**config.mk**
```make
export PLATFORM = sky130hd
export DESIGN_NAME = xpu_vpu_pc_tn_vlsu_dcq_ctrl
export DESIGN_NICKNAME = d
export VERILOG_FILES = /design/src/rtl/xpu_vpu_pc_tn_vlsu_dcq_ctrl_pkg.sv /design/src/rtl/xpu_vpu_pc_tn_vlsu_dcq_ptr.sv /design/src/rtl/xpu_vpu_pc_tn_vlsu_dcq_ctrl.sv
export SDC_FILE = /design/constraint.sdc
export NUM_CORES = 1
export LEC_CHECK = 0
export ABC_AREA = 1
export BUFFER_PORTS_ARGS = -buffer_cell sky130_fd_sc_hd__buf_2
export CORE_MARGIN = 4
export CORE_UTILIZATION = 49
export DETAILED_ROUTE_END_ITERATION = 10
export PLACE_DENSITY_LB_ADDON = 0.12
export SYNTH_ARGS = -nofsm -noshare
export SYNTH_HDL_FRONTEND = slang
export SYNTH_SLANG_ARGS = --single-unit
```
**constraint.sdc**
```tcl
create_clock -name vv_dcq_clk -period 1.73 [get_ports vv_dcq_clk]
set_input_delay 0.0865 -clock vv_dcq_clk [delete_from_list [all_inputs] [get_ports vv_dcq_clk]]
set_output_delay 0.0865 -clock vv_dcq_clk [all_outputs]
set_load 0.01 [all_outputs]
```
**src/rtl/xpu_vpu_pc_tn_vlsu_dcq_ctrl_pkg.sv**
```systemverilog
// Shared constants for the VLSU data commit queue controller.
package xpu_vpu_pc_tn_vlsu_dcq_ctrl_pkg;

  localparam int XPU_VPU_PC_TN_VLSU_DCQ_DEPTH  = 8;
  localparam int XPU_VPU_PC_TN_VLSU_DCQ_PTR_W  = $clog2(XPU_VPU_PC_TN_VLSU_DCQ_DEPTH);
  localparam int XPU_VPU_PC_TN_VLSU_DCQ_PERF_W = 16;

endpackage

```
**src/rtl/xpu_vpu_pc_tn_vlsu_dcq_ptr.sv**
```systemverilog
// Wrap-bit queue pointer: PTR_W index bits plus one wrap MSB, with increment and clear.
module xpu_vpu_pc_tn_vlsu_dcq_ptr #(
  parameter int PTR_W = 3
) (
  input  logic             clk,
  input  logic             rst,
  input  logic             clr,
  input  logic             inc,
  output logic [PTR_W:0]   ptr
);

  logic [PTR_W:0] r_ptr;

  // Pointer register; reset dominates clear, clear dominates increment.
  always_ff @(posedge clk) begin
    if (rst) begin
      r_ptr <= {(PTR_W+1){1'b0}};
    end else if (clr) begin
      r_ptr <= {(PTR_W+1){1'b0}};
    end else if (inc) begin
      r_ptr <= r_ptr + {{PTR_W{1'b0}}, 1'b1};
    end else begin
      r_ptr <= r_ptr;
    end
  end

  assign ptr = r_ptr;

endmodule

```
**src/rtl/xpu_vpu_pc_tn_vlsu_dcq_ctrl.sv**
```systemverilog
// DCQ allocation / in-order release controller.
// Optional perf counter output enabled by XPU_VPU_PC_TN_VLSU_DCQ_PERF_EN.
module xpu_vpu_pc_tn_vlsu_dcq_ctrl
  import xpu_vpu_pc_tn_vlsu_dcq_ctrl_pkg::*;
#(
  parameter int DEPTH = XPU_VPU_PC_TN_VLSU_DCQ_DEPTH,
  parameter int PTR_W = $clog2(DEPTH)
) (
  input  logic               vv_dcq_clk,
  input  logic               cpurst,
  input  logic               giu_xx_async_flush,
  input  logic               crt_req_vld,
  input  logic               crt_req_no_wb,
  input  logic               crt_req_op_last,
  output logic               crt_req_rdy,
  output logic [PTR_W-1:0]   crt_req_ptr,
  output logic [DEPTH-1:0]   dcq_entry_crt_vld_x,
  output logic [DEPTH-1:0]   dcq_entry_rls_vld_x,
  input  logic               wb_done_vld,
  input  logic [PTR_W-1:0]   wb_done_ptr,
  output logic               dcq_retire_vld,
  output logic [PTR_W-1:0]   dcq_retire_ptr,
  output logic               dcq_retire_op_last,
  input  logic               dcq_retire_rdy,
  output logic               dcq_full,
  output logic               dcq_empty,
  output logic [PTR_W:0]     dcq_cnt
`ifdef XPU_VPU_PC_TN_VLSU_DCQ_PERF_EN
  ,
  output logic [XPU_VPU_PC_TN_VLSU_DCQ_PERF_W-1:0] dcq_perf_full_stall_cnt
`endif
);

  logic [DEPTH-1:0] r_vld;
  logic [DEPTH-1:0] r_done;
  logic [DEPTH-1:0] r_op_last;

  logic [PTR_W:0]   w_wr_ptr;
  logic [PTR_W:0]   w_rd_ptr;
  logic [PTR_W-1:0] w_wr_idx;
  logic [PTR_W-1:0] w_rd_idx;
  logic             w_full;
  logic             w_empty;
  logic             w_crt_rdy;
  logic             w_crt_fire;
  logic             w_ret_vld;
  logic             w_ret_fire;
  logic [DEPTH-1:0] w_one;
  logic [DEPTH-1:0] w_crt_oh;
  logic [DEPTH-1:0] w_rls_oh;
  logic [DEPTH-1:0] w_wb_oh;

  assign w_wr_idx   = w_wr_ptr[PTR_W-1:0];
  assign w_rd_idx   = w_rd_ptr[PTR_W-1:0];
  assign w_empty    = (w_wr_ptr == w_rd_ptr);
  assign w_full     = (w_wr_idx == w_rd_idx) && (w_wr_ptr[PTR_W] != w_rd_ptr[PTR_W]);

  // Full is taken from registered pointers, so a slot freed this cycle is reusable next cycle.
  assign w_crt_rdy  = ~w_full & ~giu_xx_async_flush;
  assign w_crt_fire = crt_req_vld & w_crt_rdy;
  assign w_ret_vld  = r_vld[w_rd_idx] & r_done[w_rd_idx] & ~giu_xx_async_flush;
  assign w_ret_fire = w_ret_vld & dcq_retire_rdy;

  assign w_one      = {{(DEPTH-1){1'b0}}, 1'b1};
  assign w_crt_oh   = w_crt_fire ? (w_one << w_wr_idx) : {DEPTH{1'b0}};
  assign w_rls_oh   = w_ret_fire ? (w_one << w_rd_idx) : {DEPTH{1'b0}};
  assign w_wb_oh    = wb_done_vld ? ((w_one << wb_done_ptr) & r_vld) : {DEPTH{1'b0}};

  xpu_vpu_pc_tn_vlsu_dcq_ptr #(.PTR_W(PTR_W)) u_wr_ptr (
    .clk (vv_dcq_clk),
    .rst (cpurst),
    .clr (giu_xx_async_flush),
    .inc (w_crt_fire),
    .ptr (w_wr_ptr)
  );

  xpu_vpu_pc_tn_vlsu_dcq_ptr #(.PTR_W(PTR_W)) u_rd_ptr (
    .clk (vv_dcq_clk),
    .rst (cpurst),
    .clr (giu_xx_async_flush),
    .inc (w_ret_fire),
    .ptr (w_rd_ptr)
  );

  // Per-entry bitmaps: reset > flush > retire clear > create set > wb_done set.
  always_ff @(posedge vv_dcq_clk) begin
    if (cpurst || giu_xx_async_flush) begin
      r_vld     <= {DEPTH{1'b0}};
      r_done    <= {DEPTH{1'b0}};
      r_op_last <= {DEPTH{1'b0}};
    end else begin
      for (int i = 0; i < DEPTH; i++) begin
        if (w_rls_oh[i]) begin
          r_vld[i]  <= 1'b0;
          r_done[i] <= 1'b0;
        end else if (w_crt_oh[i]) begin
          r_vld[i]     <= 1'b1;
          r_done[i]    <= crt_req_no_wb;
          r_op_last[i] <= crt_req_op_last;
        end else if (w_wb_oh[i]) begin
          r_done[i] <= 1'b1;
        end else begin
          r_done[i] <= r_done[i];
        end
      end
    end
  end

  assign crt_req_rdy         = w_crt_rdy;
  assign crt_req_ptr         = w_wr_idx;
  assign dcq_entry_crt_vld_x = w_crt_oh;
  assign dcq_entry_rls_vld_x = w_rls_oh;
  assign dcq_retire_vld      = w_ret_vld;
  assign dcq_retire_ptr      = w_rd_idx;
  assign dcq_retire_op_last  = r_op_last[w_rd_idx];
  assign dcq_full            = w_full;
  assign dcq_empty           = w_empty;
  assign dcq_cnt             = w_wr_ptr - w_rd_ptr;

`ifdef XPU_VPU_PC_TN_VLSU_DCQ_PERF_EN
  logic [XPU_VPU_PC_TN_VLSU_DCQ_PERF_W-1:0] r_perf_cnt;

  // Saturating full-stall counter; survives flush, cleared only by reset.
  always_ff @(posedge vv_dcq_clk) begin
    if (cpurst) begin
      r_perf_cnt <= {XPU_VPU_PC_TN_VLSU_DCQ_PERF_W{1'b0}};
    end else if (crt_req_vld && w_full && (r_perf_cnt != {XPU_VPU_PC_TN_VLSU_DCQ_PERF_W{1'b1}})) begin
      r_perf_cnt <= r_perf_cnt + {{(XPU_VPU_PC_TN_VLSU_DCQ_PERF_W-1){1'b0}}, 1'b1};
    end else begin
      r_perf_cnt <= r_perf_cnt;
    end
  end

  assign dcq_perf_full_stall_cnt = r_perf_cnt;
`endif

endmodule

```
==> results.json <==
{
  "status": "complete, but fails checks",
  "failed_checks": "negative setup slack",
  "async_flop_share_pct": 0,
  "cp.arrival_ns": 1.76,
  "grt_max_degree": 25,
  "via_count": 2225,
  "finalCritPeriodShare_pct": 107,
  "rrSetupSlack_ns": -0.04,
  "synth_top_area_share_pct": 29.1,
  "synth_nets": 325,
  "clk_latency_ns": 0.30,
  "peakVddDrop_uv": 410,
  "num_antenna_cells": 0,
  "endpoint_kind": "output pin",
  "cts_max_level": 2,
  "avgSynthCellArea_sq_um": 7.39,
  "startpoint": "u_rd_ptr.ptr[2]$_SDFFE_PP0P_",
  "num-fill-cells": 341,
  "start_kind": "register",
  "yosysUniqueCellTypes": 37,
  "core_area_sq_um": 4350,
  "period_needed_ns": 1.85,
  "synth_area_leaders": "dfxtp_1 29%, ha_1 8.5%, inv_1 7.5%",
  "wirelength_mm": 6.50,
  "design_area_sq_um": 3080,
  "drt_pass1_iterations": 4,
  "routed_via_density": 5.29,
  "die_x_microns": 75.1,
  "synth-seq-cells": 32,
  "drive_gt1_share_pct": 44.4,
  "placed_area_sq_um": 2500,
  "die_h_microns": 75.1,
  "hold_violations": 0,
  "setup_ws_ns": -0.116,
  "maxSlewHeadroom_pct": 69.0,
  "ant_nets": 0,
  "setup-violations-final": 23,
  "gr-total-overflow": 0,
  "required_ns": 1.64,
  "hpwl_mm": 4.24,
  "cts.sinks": 32,
  "cts_root_buffer": "clkbuf_8",
  "dieArea_sq_um": 5630,
  "rsz0062_at_grt": "yes",
  "synth_top_cell_by_area": "dfxtp_1",
  "power.leakage_nw": 1.44,
  "cts_buffers": 5,
  "clock_path_buffers": 2,
  "tightestPinTransition_ns": 0.466,
  "cp_max_fo": 6,
  "drc": 0,
  "grt_usage_pct": 24.9,
  "seq_area_frac_synth_pct": 29.1,
  "antenna_found_initial": 0,
  "ys.flop_type": "dfxtp_1",
  "rows": 24,
  "hold_path_class": "input port to register",
  "power.density_nw_per_um2": 546,
  "grt_pass1_wl_mm": 10.4,
  "cts.reportedPaths.clkPinSlew_ns": 0.07,
  "dp.cells": 390,
  "synth_edf_count": 0,
  "fmax_ghz": 0.542,
  "dp_slack_ns": 0.0330,
  "fin_hold_ws_ns": 0.157,
  "fin_cells": 421,
  "portBuffers": 41,
  "path_class": "register to output pin",
  "drv_slew": 0,
  "r2r_start": "u_rd_ptr.ptr[2]$_SDFFE_PP0P_",
  "fin_skew_ns": 0.00784,
  "drtIter0Drc": 183,
  "min_from": "crt_req_no_wb",
  "routedWlPerCell_microns": 15.4,
  "syn_area_sq_um": 2200,
  "nets": 395,
  "grt_pass1_vias": 2134,
  "place.gp.congestion": 0.835,
  "postSynthCellCount": 298,
  "ctsHoldBuffers": 0,
  "max-cap-violations": 0,
  "ios": 42,
  "cts_tree": "done",
  "yosys_warnings": 0,
  "fin_setup_tns_ns": -1.01,
  "syn_to_final_growth_pct": 39.9,
  "start_util_pct": 50.6
}
-- sequential cells by signal, summed over array words and instances, names as in the netlist --
signal	count
r_vld	8
r_op_last	8
u_wr_ptr.ptr	4
r_done	8
u_rd_ptr.ptr	4
-- timing repair --
item / in CTS / in global routing
cloned: 1 / 0
resized for setup: 41 / 30
setup endpoints to repair: 16 / 39
pin swaps: 9 / 8
buffers inserted: 20 / 2
-- layout make-up --
class	count	area (sq um)	share of cell area, %
Tap cell	52	65.1	2.11
Clock buffer	6	72.6	2.35
Timing Repair Buffer	76	549	17.8
Multi-Input combinational cell	198	1480	47.9
Sequential cell	32	649	21.1
Inverter	55	233	7.55
Clock inverter	2	35.0	1.14
-- cells in the mapped netlist, types with 2 or more instances --
| cell type | n |
|---|---|
| nor3_1 | 2 |
| nor2_4 | 2 |
| nor4_1 | 2 |
| nand3_2 | 4 |
| nor2_1 | 30 |
| inv_1 | 44 |
| xnor2_1 | 2 |
| nand2_1 | 44 |
| dfxtp_1 | 32 |
| buf_6 | 2 |
| nand4_2 | 8 |
| ha_1 | 15 |
| nand3_1 | 22 |
| a21oi_1 | 29 |
| nor2_2 | 3 |
| buf_4 | 7 |
| clkinv_2 | 2 |
| o21ai_2 | 2 |
| nand3_4 | 3 |
| a21oi_2 | 3 |
| o21ai_0 | 18 |
| inv_2 | 7 |
-- final timing paths --
kind / to / cells past startpoint
max: dcq_entry_crt_vld_x[2] / 10
min: r_done[2]$_SDFFE_PP0P_ / 3
max reg2reg: r_op_last[3]$_SDFFE_PP0P_ / 11
min reg2reg: r_vld[4]$_SDFFE_PP0P_ / 2
-- layer usage --
metal | track usage, % | wire length, microns | vias to the layer above
met5 | 0 | 0 | -
met4 | 12.5 | 153 | 0
met3 | 4.54 | 328 | 14
met2 | 40.5 | 3160 | 64
met1 | 31.4 | 2860 | 1051
li1 | - | - | 1096
-- worst max-delay path, cell delays in order, from the launching register on --
cell and delay, ns:
dfxtp_2 0.35, clkinvlp_4 0.11, ha_4 0.24, nand2_4 0.07, nor2_2 0.04, nand2_2 0.09
nand3_4 0.13, nor2_4 0.15, nand2_2 0.08, inv_2 0.10, buf_6 0.11
-- cell families (layout without fill, tap and decap cells) --
group | count (synthesis) | in the layout | share of synthesized area (%)
buffers and inverters | 69 | 139 | 15.4
AND/OR/NAND/NOR | 122 | 123 | 30.4
adder cells (fa/ha/maj) | 16 | 16 | 9.43
flip-flops | 32 | 32 | 29.1
AO/OA/AOI/OAI | 55 | 55 | 13.7
XOR/XNOR | 4 | 4 | 1.93
-- per-stage QoR --
step | utilization [%] | total power, mW
after detailed placement | 57.4 | 0.914
after global placement | 57.4 | 0.912
after CTS | 68.2 | 1.67
after floorplan | - | 0.860
final | 70.8 | 1.68
after global routing | 70.8 | 1.73
-- cells in the final DEF, fill, tap and decap left out, types with 3 or more instances in the layout --
master | Yosys | layout
a21oi_1 | 29 | 23
a21oi_2 | 3 | 8
buf_2 | 1 | 33
buf_4 | 7 | 29
buf_6 | 2 | 13
clkbuf_8 | 0 | 5
clkinv_2 | 2 | 3
dfxtp_1 | 32 | 27
dfxtp_2 | 0 | 4
ha_1 | 15 | 12
inv_1 | 44 | 40
inv_2 | 7 | 8
inv_4 | 1 | 3
nand2_1 | 44 | 33
nand2_2 | 1 | 10
nand3_1 | 22 | 16
nand3_2 | 4 | 10
nand3_4 | 3 | 3
nand4_4 | 0 | 8
nor2_1 | 30 | 27
nor2_2 | 3 | 3
nor2_4 | 2 | 5
o21ai_0 | 18 | 13
o21ai_1 | 0 | 3
o21ai_2 | 2 | 3
-- power breakdown --
| group | internal, mW | switching (mW) |
|---|---|---|
| combinational | 0.0726 | 0.124 |
| clock | 0.428 | 0.312 |
| sequential | 0.741 | 0.00481 |
Power figures use the tool's default switching activity.
